## src/rtl/ppu_pkg.sv

```systemverilog
// Shared PPU definitions: OAM word layout, sprite evaluation sizes, FSM encoding.
package ppu_pkg;

  localparam int MAX_SPR     = 8;   // secondary OAM depth
  localparam int OAM_ENTRIES = 64;  // primary OAM entries scanned per line
  localparam int OAM_AW      = 6;   // primary OAM word address width
  localparam int SEC_AW      = 3;   // secondary OAM slot index width
  localparam int CNT_W       = 4;   // sprite count width, holds 0..MAX_SPR

  // OAM word packing: {X[31:24], attr[23:16], tile[15:8], Y[7:0]}
  typedef struct packed {
    logic [7:0] x;
    logic [7:0] attr;
    logic [7:0] tile;
    logic [7:0] y;
  } oam_entry_t;

  typedef enum logic [1:0] {
    ST_IDLE  = 2'd0,
    ST_SCAN  = 2'd1,
    ST_DRAIN = 2'd2
  } eval_state_t;

  // 9-bit line - Y; bit 8 set means the sprite starts below this line
  function automatic logic [8:0] line_diff(input logic [7:0] line, input logic [7:0] y);
    return {1'b0, line} - {1'b0, y};
  endfunction

endpackage

```

## src/rtl/ppu_spr_secbuf.sv

```systemverilog
// Double-buffered secondary OAM: two banks of MAX_SPR entries (OAM word + row),
// each bank with its own sprite count and sprite-0 flag.
module ppu_spr_secbuf
  import ppu_pkg::*;
(
  input  logic                        clk,
  input  logic                        rst,
  input  logic                        clr,      // clear count/spr0 of w_bank
  input  logic                        we,       // write slot w_idx of w_bank
  input  logic                        w_bank,
  input  logic [SEC_AW-1:0]           w_idx,
  input  logic [31:0]                 w_entry,
  input  logic [3:0]                  w_row,
  input  logic                        w_spr0,
  input  logic                        r_bank,
  input  logic [SEC_AW-1:0]           r_idx,
  output logic [31:0]                 r_entry,
  output logic [3:0]                  r_row,
  output logic [1:0][CNT_W-1:0]       cnt,
  output logic [1:0]                  spr0
);

  logic [1:0][MAX_SPR-1:0][31:0] ent_all;
  logic [1:0][MAX_SPR-1:0][3:0]  row_all;

  for (genvar b = 0; b < 2; b++) begin : g_bank
    logic [MAX_SPR-1:0][31:0] ent_q;
    logic [MAX_SPR-1:0][3:0]  row_q;
    logic [CNT_W-1:0]         cnt_q;
    logic                     spr0_q;
    logic                     sel;

    assign sel        = (w_bank == 1'(b));
    assign ent_all[b] = ent_q;
    assign row_all[b] = row_q;
    assign cnt[b]     = cnt_q;
    assign spr0[b]    = spr0_q;

    // Bank storage; count tracks the highest slot written since the last clear
    always_ff @(posedge clk) begin
      if (rst) begin
        ent_q  <= '0;
        row_q  <= '0;
        cnt_q  <= '0;
        spr0_q <= 1'b0;
      end else begin
        if (clr && sel) begin
          cnt_q  <= '0;
          spr0_q <= 1'b0;
        end
        if (we && sel) begin
          ent_q[w_idx] <= w_entry;
          row_q[w_idx] <= w_row;
          cnt_q        <= {1'b0, w_idx} + CNT_W'(1);
          if (w_spr0) spr0_q <= 1'b1;
        end
      end
    end
  end

  assign r_entry = ent_all[r_bank][r_idx];
  assign r_row   = row_all[r_bank][r_idx];

endmodule

```

## src/rtl/ppu_spr_eval.sv

```systemverilog
// Per-scanline sprite evaluation: scans 64 OAM entries, keeps up to 8 hits in
// the write bank of secondary OAM, publishes the finished bank on line start.
module ppu_spr_eval
  import ppu_pkg::*;
(
  input  logic              i_clk,
  input  logic              i_rst,
  input  logic              i_line_start,
  input  logic [7:0]        i_line,
  input  logic              i_spr_16,
  input  logic              i_render_en,
  input  logic              i_frame_start,
  output logic [OAM_AW-1:0] o_oam_addr,
  input  logic [31:0]       i_oam_rdata,
  input  logic [SEC_AW-1:0] i_sec_idx,
  output logic [31:0]       o_sec_entry,
  output logic [3:0]        o_sec_row,
  output logic [CNT_W-1:0]  o_spr_cnt,
  output logic              o_spr0_in,
  output logic              o_spr_ovfl,
  output logic              o_busy,
  output logic              o_done
);

  eval_state_t       state;
  logic [7:0]        line_q;
  logic              h16_q;
  logic [CNT_W-1:0]  hit_cnt;
  logic              wr_bank, rd_bank, complete;

  oam_entry_t        oam_ent;
  logic [8:0]        diff;
  logic [7:0]        height;
  logic              cmp_en, hit, ovf_hit, set_ovfl, last_addr;
  logic              wb_next, sec_bank, sec_clr, sec_we, sec_spr0;
  logic [1:0][CNT_W-1:0] bank_cnt;
  logic [1:0]        bank_spr0;

  // Read data always belongs to the address presented one cycle earlier,
  // so address 0 in SCAN has nothing to compare yet.
  assign oam_ent   = oam_entry_t'(i_oam_rdata);
  assign diff      = line_diff(line_q, oam_ent.y);
  assign height    = h16_q ? 8'd16 : 8'd8;
  assign cmp_en    = (state == ST_SCAN && o_oam_addr != '0) || state == ST_DRAIN;
  assign hit       = cmp_en && !diff[8] && (diff[7:0] < height);
  assign ovf_hit   = hit && (hit_cnt == CNT_W'(MAX_SPR));
  assign set_ovfl  = ovf_hit && !i_line_start;
  assign last_addr = (o_oam_addr == OAM_AW'(OAM_ENTRIES - 1));

  // A line start retargets the buffer to the bank that will be written next;
  // a compare in the same cycle is part of the discarded scan.
  assign wb_next   = (i_line_start && complete) ? ~wr_bank : wr_bank;
  assign sec_bank  = i_line_start ? wb_next : wr_bank;
  assign sec_clr   = i_line_start && i_render_en;
  assign sec_we    = hit && !ovf_hit && !i_line_start;
  assign sec_spr0  = (state == ST_SCAN) && (o_oam_addr == OAM_AW'(1));

  ppu_spr_secbuf u_secbuf (
    .clk     (i_clk),
    .rst     (i_rst),
    .clr     (sec_clr),
    .we      (sec_we),
    .w_bank  (sec_bank),
    .w_idx   (hit_cnt[SEC_AW-1:0]),
    .w_entry (i_oam_rdata),
    .w_row   (diff[3:0]),
    .w_spr0  (sec_spr0),
    .r_bank  (rd_bank),
    .r_idx   (i_sec_idx),
    .r_entry (o_sec_entry),
    .r_row   (o_sec_row),
    .cnt     (bank_cnt),
    .spr0    (bank_spr0)
  );

  // Evaluation FSM: publish/start on line start, scan address counter, finish
  always_ff @(posedge i_clk) begin
    if (i_rst) begin
      state      <= ST_IDLE;
      line_q     <= '0;
      h16_q      <= 1'b0;
      hit_cnt    <= '0;
      wr_bank    <= 1'b0;
      rd_bank    <= 1'b1;
      complete   <= 1'b0;
      o_oam_addr <= '0;
      o_spr_cnt  <= '0;
      o_spr0_in  <= 1'b0;
      o_spr_ovfl <= 1'b0;
      o_busy     <= 1'b0;
      o_done     <= 1'b0;
    end else begin
      o_done <= 1'b0;
      if (set_ovfl)           o_spr_ovfl <= 1'b1;
      else if (i_frame_start) o_spr_ovfl <= 1'b0;

      if (i_line_start) begin
        if (complete) begin
          rd_bank   <= wr_bank;
          wr_bank   <= ~wr_bank;
          o_spr_cnt <= bank_cnt[wr_bank];
          o_spr0_in <= bank_spr0[wr_bank];
        end else begin
          o_spr_cnt <= '0;
          o_spr0_in <= 1'b0;
        end
        complete <= 1'b0;
        if (i_render_en) begin
          line_q     <= i_line;
          h16_q      <= i_spr_16;
          hit_cnt    <= '0;
          o_oam_addr <= '0;
          state      <= ST_SCAN;
          o_busy     <= 1'b1;
        end else begin
          state  <= ST_IDLE;
          o_busy <= 1'b0;
        end
      end else begin
        case (state)
          ST_SCAN, ST_DRAIN: begin
            if (hit && !ovf_hit) hit_cnt <= hit_cnt + CNT_W'(1);
            if (ovf_hit || state == ST_DRAIN) begin
              state    <= ST_IDLE;
              o_busy   <= 1'b0;
              o_done   <= 1'b1;
              complete <= 1'b1;
            end else if (last_addr) begin
              state <= ST_DRAIN;
            end else begin
              o_oam_addr <= o_oam_addr + OAM_AW'(1);
            end
          end
          default: ;
        endcase
      end
    end
  end

endmodule

```

## config.mk

```make
export PLATFORM = sky130hd
export DESIGN_NAME = ppu_spr_eval
export DESIGN_NICKNAME = d
export VERILOG_FILES = /design/src/rtl/ppu_pkg.sv /design/src/rtl/ppu_spr_secbuf.sv /design/src/rtl/ppu_spr_eval.sv
export SDC_FILE = /design/constraint.sdc
export NUM_CORES = 1
export LEC_CHECK = 0
export ABC_AREA = 1
export ABC_CLOCK_PERIOD_IN_PS = 4300
export CAP_MARGIN = 20
export CORE_UTILIZATION = 25
export CTS_CLUSTER_SIZE = 28
export DETAILED_ROUTE_END_ITERATION = 6
export PLACE_DENSITY_LB_ADDON = 0.05
export SLEW_MARGIN = 20
export SYNTH_ARGS = -nofsm -noshare
export SYNTH_HDL_FRONTEND = slang
export SYNTH_SLANG_ARGS = --single-unit
export TNS_END_PERCENT = 1
```

## constraint.sdc

```tcl
create_clock -name i_clk -period 4.3 [get_ports i_clk]
set_clock_uncertainty 0.1 [all_clocks]
set_input_delay 0.86 -clock i_clk [delete_from_list [all_inputs] [get_ports i_clk]]
set_output_delay 0.86 -clock i_clk [all_outputs]
set_load 0.02 [all_outputs]
```

==> summary.md, run 1 <==
| Metric | Value |
|---|---|
| Setup TNS | 0 ns |
| WHS | 0.355 ns |
| Worst vdd ir | 0.231 mV |
| Hold-fix buffers at CTS | 0 |
| Pre-antenna DRT Iters | 5 |
| Final setup margin | 0.135 ns |
| Final GP Congestion | 0.733 |
| LEAKAGE | 11.7 nW |
| GRT Resource Usage Total | 21.5% |
| Primary FF master, synth | dfxtp_1 |
| Main combinational cell family by area after synthesis | simple AND/OR/NAND/NOR gates |
| DPL Wire Length | 70.8 mm |
| Clock sink count | 618 |
| Worst Tran Pin Value | 0.945 ns |
| Critical Path End | o_sec_entry[8] |
| GRT overflow | 0 |
| Syn_area_per_cell | 7.03 µm² |
| First-pass GRT wire length | 185 mm |
| Clock latency on the worst-skew pair | 0.63 ns |
| DRC violations left | 0 |
| Post-route ant nets | 0 |
| Clock root buffer | clkbuf_16 |
| # setup viols final | 0 |
| R2r endpoint | u_secbuf.ent_all[84]$_SDFFE_PP0P_ |
| CP required | 3.34 ns |
| CP Launch Point | rd_bank$_SDFFE_PP1P_ |
| Synth async-reset ratio | 0% |
| Initial core utilization | 25.4% |
| H-tree lvl count | 3 |
| Syn nets | 4080 |
| Register clock-pin slew on the reported worst setup and hold paths | 0.05 ns |
| Reg2Reg Depth | 18 |
| Die W | 338 µm |
| Status | finished clean |
| Share of layout cells above drive strength 1 | 8.50% |
| Deepest clock path buffer count | 3 |
| Critical path class | reg2out |
| Maximum fanout along the worst path | 99 |
| CP Launch Type | flop |
| Final hold viol count | 0 |
| Mapped Area | 28200 µm² |
| Cell Rows | 122 |
| DRT iter0 DRCs | 2133 |
| Io pins | 99 |
| Power per Cell Area | 392 nW/µm² |
| R2R setup slack | 1.01 ns |
| RSZ-0062 raised after global routing | yes |
| Initial antenna violation count | 4 |
| Worst Setup End Kind | primary output |
| Dpl cells | 5342 |
| Fin crit period | 4.17 ns |
| Max_cap viols | 0 |
| WP data arrival | 3.21 ns |
| Final WL | 125 mm |
| Post-Synthesis Cells | 4014 |
| Final Max Tran Viols | 0 |
| Post-DR wirelength/cell | 22.8 µm |
| Die height | 338 µm |
| DR vias | 27700 |
| CTS tree | built |
| Synth Area in XOR/XNOR | 0.124% |
| Post-DR vias/cell | 5.04 |
| Number of flops mapped to enable cells by yosys | 0 |
| Pin count of the biggest net entering global routing | 159 |
| Antenna cells | 0 |
| R2r startpoint | line_q[0]$_SDFFE_PP0P_ |
| Worst Setup Slack post-DPL | -0.0412 ns |
| Synthesized flop and latch total | 618 |
| Std-Cell Core Area | 111000 µm² |
| Max Freq | 240 MHz |
| Syn. warnings | 0 |
| Synth Area in Compound Gates | 21.4% |
| Final cycle utilization of the critical path | 96.9% |
| CTS Buf Count | 80 |
| Max-slew headroom | 37.0% |
| Adder-Cell Fraction of Synth Area | 0.780% |
| Nets | 4003 |
| Die area | 114000 µm² |
| Mux cell area share after synthesis | 0.922% |
| Synth cell types | 34 |
| Worst Hold Class | reg2reg |
| Layout Cells excl Fill | 5488 |
| Fillcell total | 11900 |
| Vias in the first global route | 27100 |
| Sequential area share after synthesis | 43.8% |
| PortBufs | 98 |
| Simple-gate share of the synthesized area | 25.2% |
| P&R area growth vs syn | 21.6% |
## state kept, by name (all words and copies together), names as in the netlist
name / cells
complete: 1
h16_q: 1
hit_cnt: 4
line_q: 8
o_busy: 1
o_done: 1
o_oam_addr: 6
o_spr0_in: 1
o_spr_cnt: 4
o_spr_ovfl: 1
rd_bank: 1
state: 2
u_secbuf.ent_all: 512
u_secbuf.g_bank.cnt_q: 8
u_secbuf.g_bank.row_q: 64
u_secbuf.g_bank.spr0_q: 2
wr_bank: 1
## where the power goes
| part | leakage [nW] | internal, mW | switching (mW) |
|---|---|---|---|
| logic | 5.42 | 0.210 | 0.554 |
| registers | 4.98 | 5.73 | 0.00453 |
| clock network | 1.31 | 4.19 | 2.76 |
## layout by cell type, fill, tap and decap left out, types with 3 or more instances in the layout
cell type / synthesis / final
a21oi_1: 618 / 618
dfxtp_1: 618 / 617
buf_12: 0 / 73
o221ai_1: 70 / 69
o22ai_1: 71 / 70
clkdlybuf4s50_1: 0 / 91
nand2_2: 9 / 13
inv_1: 107 / 104
buf_4: 35 / 98
clkbuf_1: 347 / 25
clkbuf_16: 0 / 86
o31ai_1: 5 / 5
inv_2: 2 / 4
bufinv_16: 0 / 4
o21ai_0: 365 / 365
nor2_1: 347 / 339
nand2_1: 734 / 727
clkbuf_8: 0 / 20
nand3_1: 573 / 573
nor2_4: 1 / 10
ha_1: 16 / 16
nand4_1: 4 / 4
clkinv_2: 0 / 7
nand2_4: 0 / 3
mux2i_1: 26 / 26
## layout make-up
cell class | instances | area, µm² | area share, %
Sequential cell | 618 | 12400 | 36.0
Timing Repair Buffer | 269 | 3220 | 9.39
Inverter | 112 | 442 | 1.29
Clock buffer | 130 | 2500 | 7.27
Multi-Input combinational cell | 2856 | 13800 | 40.1
Clock inverter | 15 | 188 | 0.546
Tap cell | 1488 | 1860 | 5.42
## synth_stat cells (7+ instances only)
cell | count | area share (%)
mux2i_1 | 26 | 0.92
nand3_1 | 573 | 10
buf_2 | 38 | 0.67
buf_1 | 7 | 0.093
clkbuf_1 | 347 | 4.6
a21oi_1 | 618 | 11
inv_1 | 107 | 1.4
ha_1 | 16 | 0.71
dfxtp_1 | 618 | 44
buf_4 | 35 | 0.93
o21ai_0 | 365 | 6.5
o22ai_1 | 71 | 1.6
nor2_1 | 347 | 4.6
o221ai_1 | 70 | 2.2
nand2_2 | 9 | 0.20
nand2_1 | 734 | 9.8
## worst min path at each step
stage,from,endpoint,slack [ns],cells after the start
CTS,u_secbuf.ent_all[57]$_SDFFE_PP0P_,u_secbuf.ent_all[57]$_SDFFE_PP0P_,0.36,2
global placement,u_secbuf.ent_all[171]$_SDFFE_PP0P_,u_secbuf.ent_all[171]$_SDFFE_PP0P_,0.35,2
detailed placement,u_secbuf.ent_all[241]$_SDFFE_PP0P_,u_secbuf.ent_all[241]$_SDFFE_PP0P_,0.35,2
global route,u_secbuf.ent_all[415]$_SDFFE_PP0P_,u_secbuf.ent_all[415]$_SDFFE_PP0P_,0.37,2
finish,u_secbuf.ent_all[261]$_SDFFE_PP0P_,u_secbuf.ent_all[261]$_SDFFE_PP0P_,0.35,2
floorplan,complete$_SDFFE_PP0P_,complete$_SDFFE_PP0P_,0.33,2
## per-stage QoR
| step | util (%) | instance area [µm²] | total power [mW] |
|---|---|---|---|
| after floorplan | - | 28200 | 6.26 |
| after global placement | 28.4 | 31600 | 6.64 |
| after detailed placement | 28.4 | 31600 | 6.64 |
| after CTS | 30.8 | 34300 | 13.7 |
| after global routing | 30.9 | 34400 | 13.9 |
| final | 30.9 | 34400 | 13.5 |
## cell families after synthesis
group | count (synthesis)
AOI/OAI and AO/OA | 1131
xor gates and xnor gates | 4
adders and majority gates | 17
buffers and inverters | 540
DFF | 618
muxes | 26
and+or+nand+nor | 1678
## per-layer routing
layer / wire [µm] / GRT usage (%)
met5: 13 / 0
met4: 2390 / 5.31
met3: 5060 / 2.66
met2: 57700 / 34.9
met1: 60100 / 29.9
## worst max-delay path: stages, from the launching register on
cell and delay [ns]:
dfxtp_4 0.62, buf_16 0.41, o21ai_0 0.20, o22ai_2 0.23
o221ai_1 0.24, nand2_1 0.17, clkdlybuf4s50_1 0.62
## repair_timing
item / CTS / global route
endpoints found under the setup margin: 1 / 4
buffers inserted: 0 / 0
gates resized for setup: 1 / 5
gates cloned: 0 / 1
endpoints found under the hold margin: 0 / 0
Note: power is estimated with default switching activity, not from simulation.
==> inputs of run 2 (changes only) <==
--- a/config.mk
+++ b/config.mk
@@ -9,6 +9,7 @@
 export ABC_CLOCK_PERIOD_IN_PS = 4300
 export CAP_MARGIN = 20
 export CORE_UTILIZATION = 25
+export CTS_CLUSTER_DIAMETER = 150
 export CTS_CLUSTER_SIZE = 28
 export DETAILED_ROUTE_END_ITERATION = 6
 export PLACE_DENSITY_LB_ADDON = 0.05
==> run 2 against run 1 <==
Against the previous run: total power fell by 28%; first-iteration DRC count decreased by 2.3%; combinational power about the same; final cell count is 2.1% lower; register-to-register slack hardly changed; setup slack got worse by 0.13 ns; clock power fell by 54%; via count down 1.4%; routed wire length is 1.4% lower; clock-buffer cell count shrank 102; worst hold slack gained 0.0087 ns; design area decreased by 5.8%; critical endpoint unchanged; largest cell class unchanged.
==> summary.md, run 2 (same netlist as run 1, synthesis figures left out) <==
| Metric | Value |
|---|---|
| Final setup margin | 0.00119 ns (-0.134 ns) |
| Nets | 3949 (-1.3%) |
| Die W | 338 µm (unchanged) |
| RSZ-0062 raised after global routing | yes |
| Pin count of the biggest net entering global routing | 159 (unchanged) |
| CP max stage cell | dfxtp_4 |
| First-pass GRT wire length | 182 mm (-1.5%) |
| Max_cap viols | 0 (unchanged) |
| Fin crit period | 4.30 ns (+0.134 ns) |
| Worst Hold Class | reg2reg |
| Final GP Congestion | 0.733 (unchanged) |
| Post-DR wirelength/cell | 23.0 µm (+0.72%) |
| Worst Setup End Kind | primary output |
| Critical path class | reg2out |
| Pre-antenna DRT Iters | 5 (unchanged) |
| Most frequent cells in the layout | nand2_1, a21oi_1, dfxtp_1 |
| DPL Wire Length | 70.8 mm (unchanged) |
| Post-DR vias/cell | 5.08 (+0.69%) |
| Max-slew headroom | 37.2% (+0.20 points) |
| CP Launch Type | flop |
| WP data arrival | 3.34 ns (+0.13 ns) |
| Antenna cells | 0 (unchanged) |
| Final cycle utilization of the critical path | 100% (+3.1 points) |
| Power per Cell Area | 301 nW/µm² (-23%) |
| PortBufs | 98 (unchanged) |
| Worst Tran Pin Value | 0.939 ns (-0.00600 ns) |
| Initial core utilization | 25.4% (unchanged) |
| GRT overflow | 0 (unchanged) |
| DRC violations left | 0 (unchanged) |
| Post-route ant nets | 0 (unchanged) |
| Hold-fix buffers at CTS | 0 (unchanged) |
| Io pins | 99 (unchanged) |
| Die height | 338 µm (unchanged) |
| Dpl cells | 5342 (unchanged) |
| GRT Resource Usage Total | 21.0% (-0.45 points) |
| CP required | 3.34 ns (about the same) |
| WHS | 0.363 ns (+0.00869 ns) |
| P&R area growth vs syn | 14.6% |
| LEAKAGE | 10.7 nW (-8.3%) |
| Worst vdd ir | 0.287 mV (+24%) |
| Clock sink count | 618 (unchanged) |
| Status | finished clean |
| H-tree lvl count | 1 (-2) |
| Most common cell after layout, fill and taps aside | nand2_1 |
| Cell Rows | 122 (unchanged) |
| Reg2Reg Depth | 18 (unchanged) |
| Crit path cell chain | buf_12 > o21ai_0 > o22ai_1 > o221ai_1 > nand2_1 > clkdlybuf4s50_1 |
| Final hold viol count | 0 (unchanged) |
| # setup viols final | 0 (unchanged) |
| Max Freq | 233 MHz (-3.1%) |
| Maximum fanout along the worst path | 99 (unchanged) |
| Std-Cell Core Area | 111000 µm² (unchanged) |
| Worst Hold Depth | 2 (unchanged) |
| DRT iter0 DRCs | 2083 (-2.3%) |
| Share of layout cells above drive strength 1 | 6.36% (-2.1 points) |
| CP max stage delay | 0.62 ns (about the same) |
| Vias in the first global route | 26400 (-2.4%) |
| Final Max Tran Viols | 0 (unchanged) |
| Final WL | 124 mm (-1.4%) |
| Fillcell total | 12000 (+1.1%) |
| Deepest clock path buffer count | 3 (unchanged) |
| Die area | 114000 µm² (unchanged) |
| Initial antenna violation count | 4 (unchanged) |
| CTS Buf Count | 26 (-68%) |
| Setup TNS | 0 ns (unchanged) |
| Layout Cells excl Fill | 5373 (-2.1%) |
| DR vias | 27300 (-1.4%) |
| Max reg flops | 512 (unchanged) |
| Clock root buffer | clkbuf_16 |
| Clock latency on the worst-skew pair | 0.64 ns (about the same) |
| Register clock-pin slew on the reported worst setup and hold paths | 0.12 ns (+0.07 ns) |
| Worst Setup Slack post-DPL | -0.0412 ns (unchanged) |
| CTS tree | built |
[run 2: cell types whose count changed in the layout (fill, tap and decap cells not counted), moves of 2 or more]
| cell | change |
|---|---|
| clkbuf_1 | -24 |
| clkinv_2 | -7 |
| clkbuf_8 | -20 |
| bufinv_16 | -4 |
| inv_12 | +2 |
| inv_6 | -2 |
| clkbuf_16 | -58 |
| clkinvlp_4 | -2 |
[run 2: through the flow]
step	util, %	power (mW)	cell area, µm²
after detailed placement	28.4	6.64	31600
after floorplan	-	6.26	28200
final	29.1	9.73	32400
after global placement	28.4	6.64	31600
after global routing	29.1	10.1	32400
after CTS	29.0	9.91	32300
[run 2: worst paths after layout]
path / start / to / slack [ns]
setup / recovery: rd_bank$_SDFFE_PP1P_ / o_sec_entry[8] / 0.001
setup reg to reg: line_q[0]$_SDFFE_PP0P_ / u_secbuf.ent_all[80]$_SDFFE_PP0P_ / 1.00
hold reg to reg: u_secbuf.ent_all[117]$_SDFFE_PP0P_ / u_secbuf.ent_all[117]$_SDFFE_PP0P_ / 0.36
hold / removal: u_secbuf.ent_all[117]$_SDFFE_PP0P_ / u_secbuf.ent_all[117]$_SDFFE_PP0P_ / 0.36
[run 2: critical path: cells and delay by family, from the launching register on]
family / cells / cell delay (ns)
AOI/OAI and AO/OA: 3 / 0.74
DFF: 1 / 0.62
buffers and inverters: 2 / 1.02
and+or+nand+nor: 1 / 0.17
[run 2: timing repair]
action / in CTS / in global routing
setup buffers: 0 / 0
cloned: 0 / 1
endpoints found under the setup margin: 1 / 9
resized for setup: 1 / 1
[run 2: final cells by class]
type	count	area (µm²)	share of cell area, %
clock buffer	28	679	2.10
clock inverter	2	32.5	0.101
inverter	112	438	1.35
multi-input combinational	2856	13800	42.5
sequential	618	12400	38.2
tap	1488	1860	5.75
timing repair buffer	269	3220	9.94
[run 2: layer usage]
layer / vias to the layer above / wire (µm) / track usage [%]
li1: 13300 / - / -
met1: 13400 / 59900 / 29.9
met2: 519 / 57300 / 34.8
met3: 96 / 4100 / 1.67
met4: 2 / 2170 / 3.67
met5: - / 13 / 0
[run 2: power breakdown]
group / switching [mW] / internal [mW]
clock network: 2.08 / 1.15
registers: 0.00455 / 5.73
logic: 0.552 / 0.210
total: 2.63 / 7.09
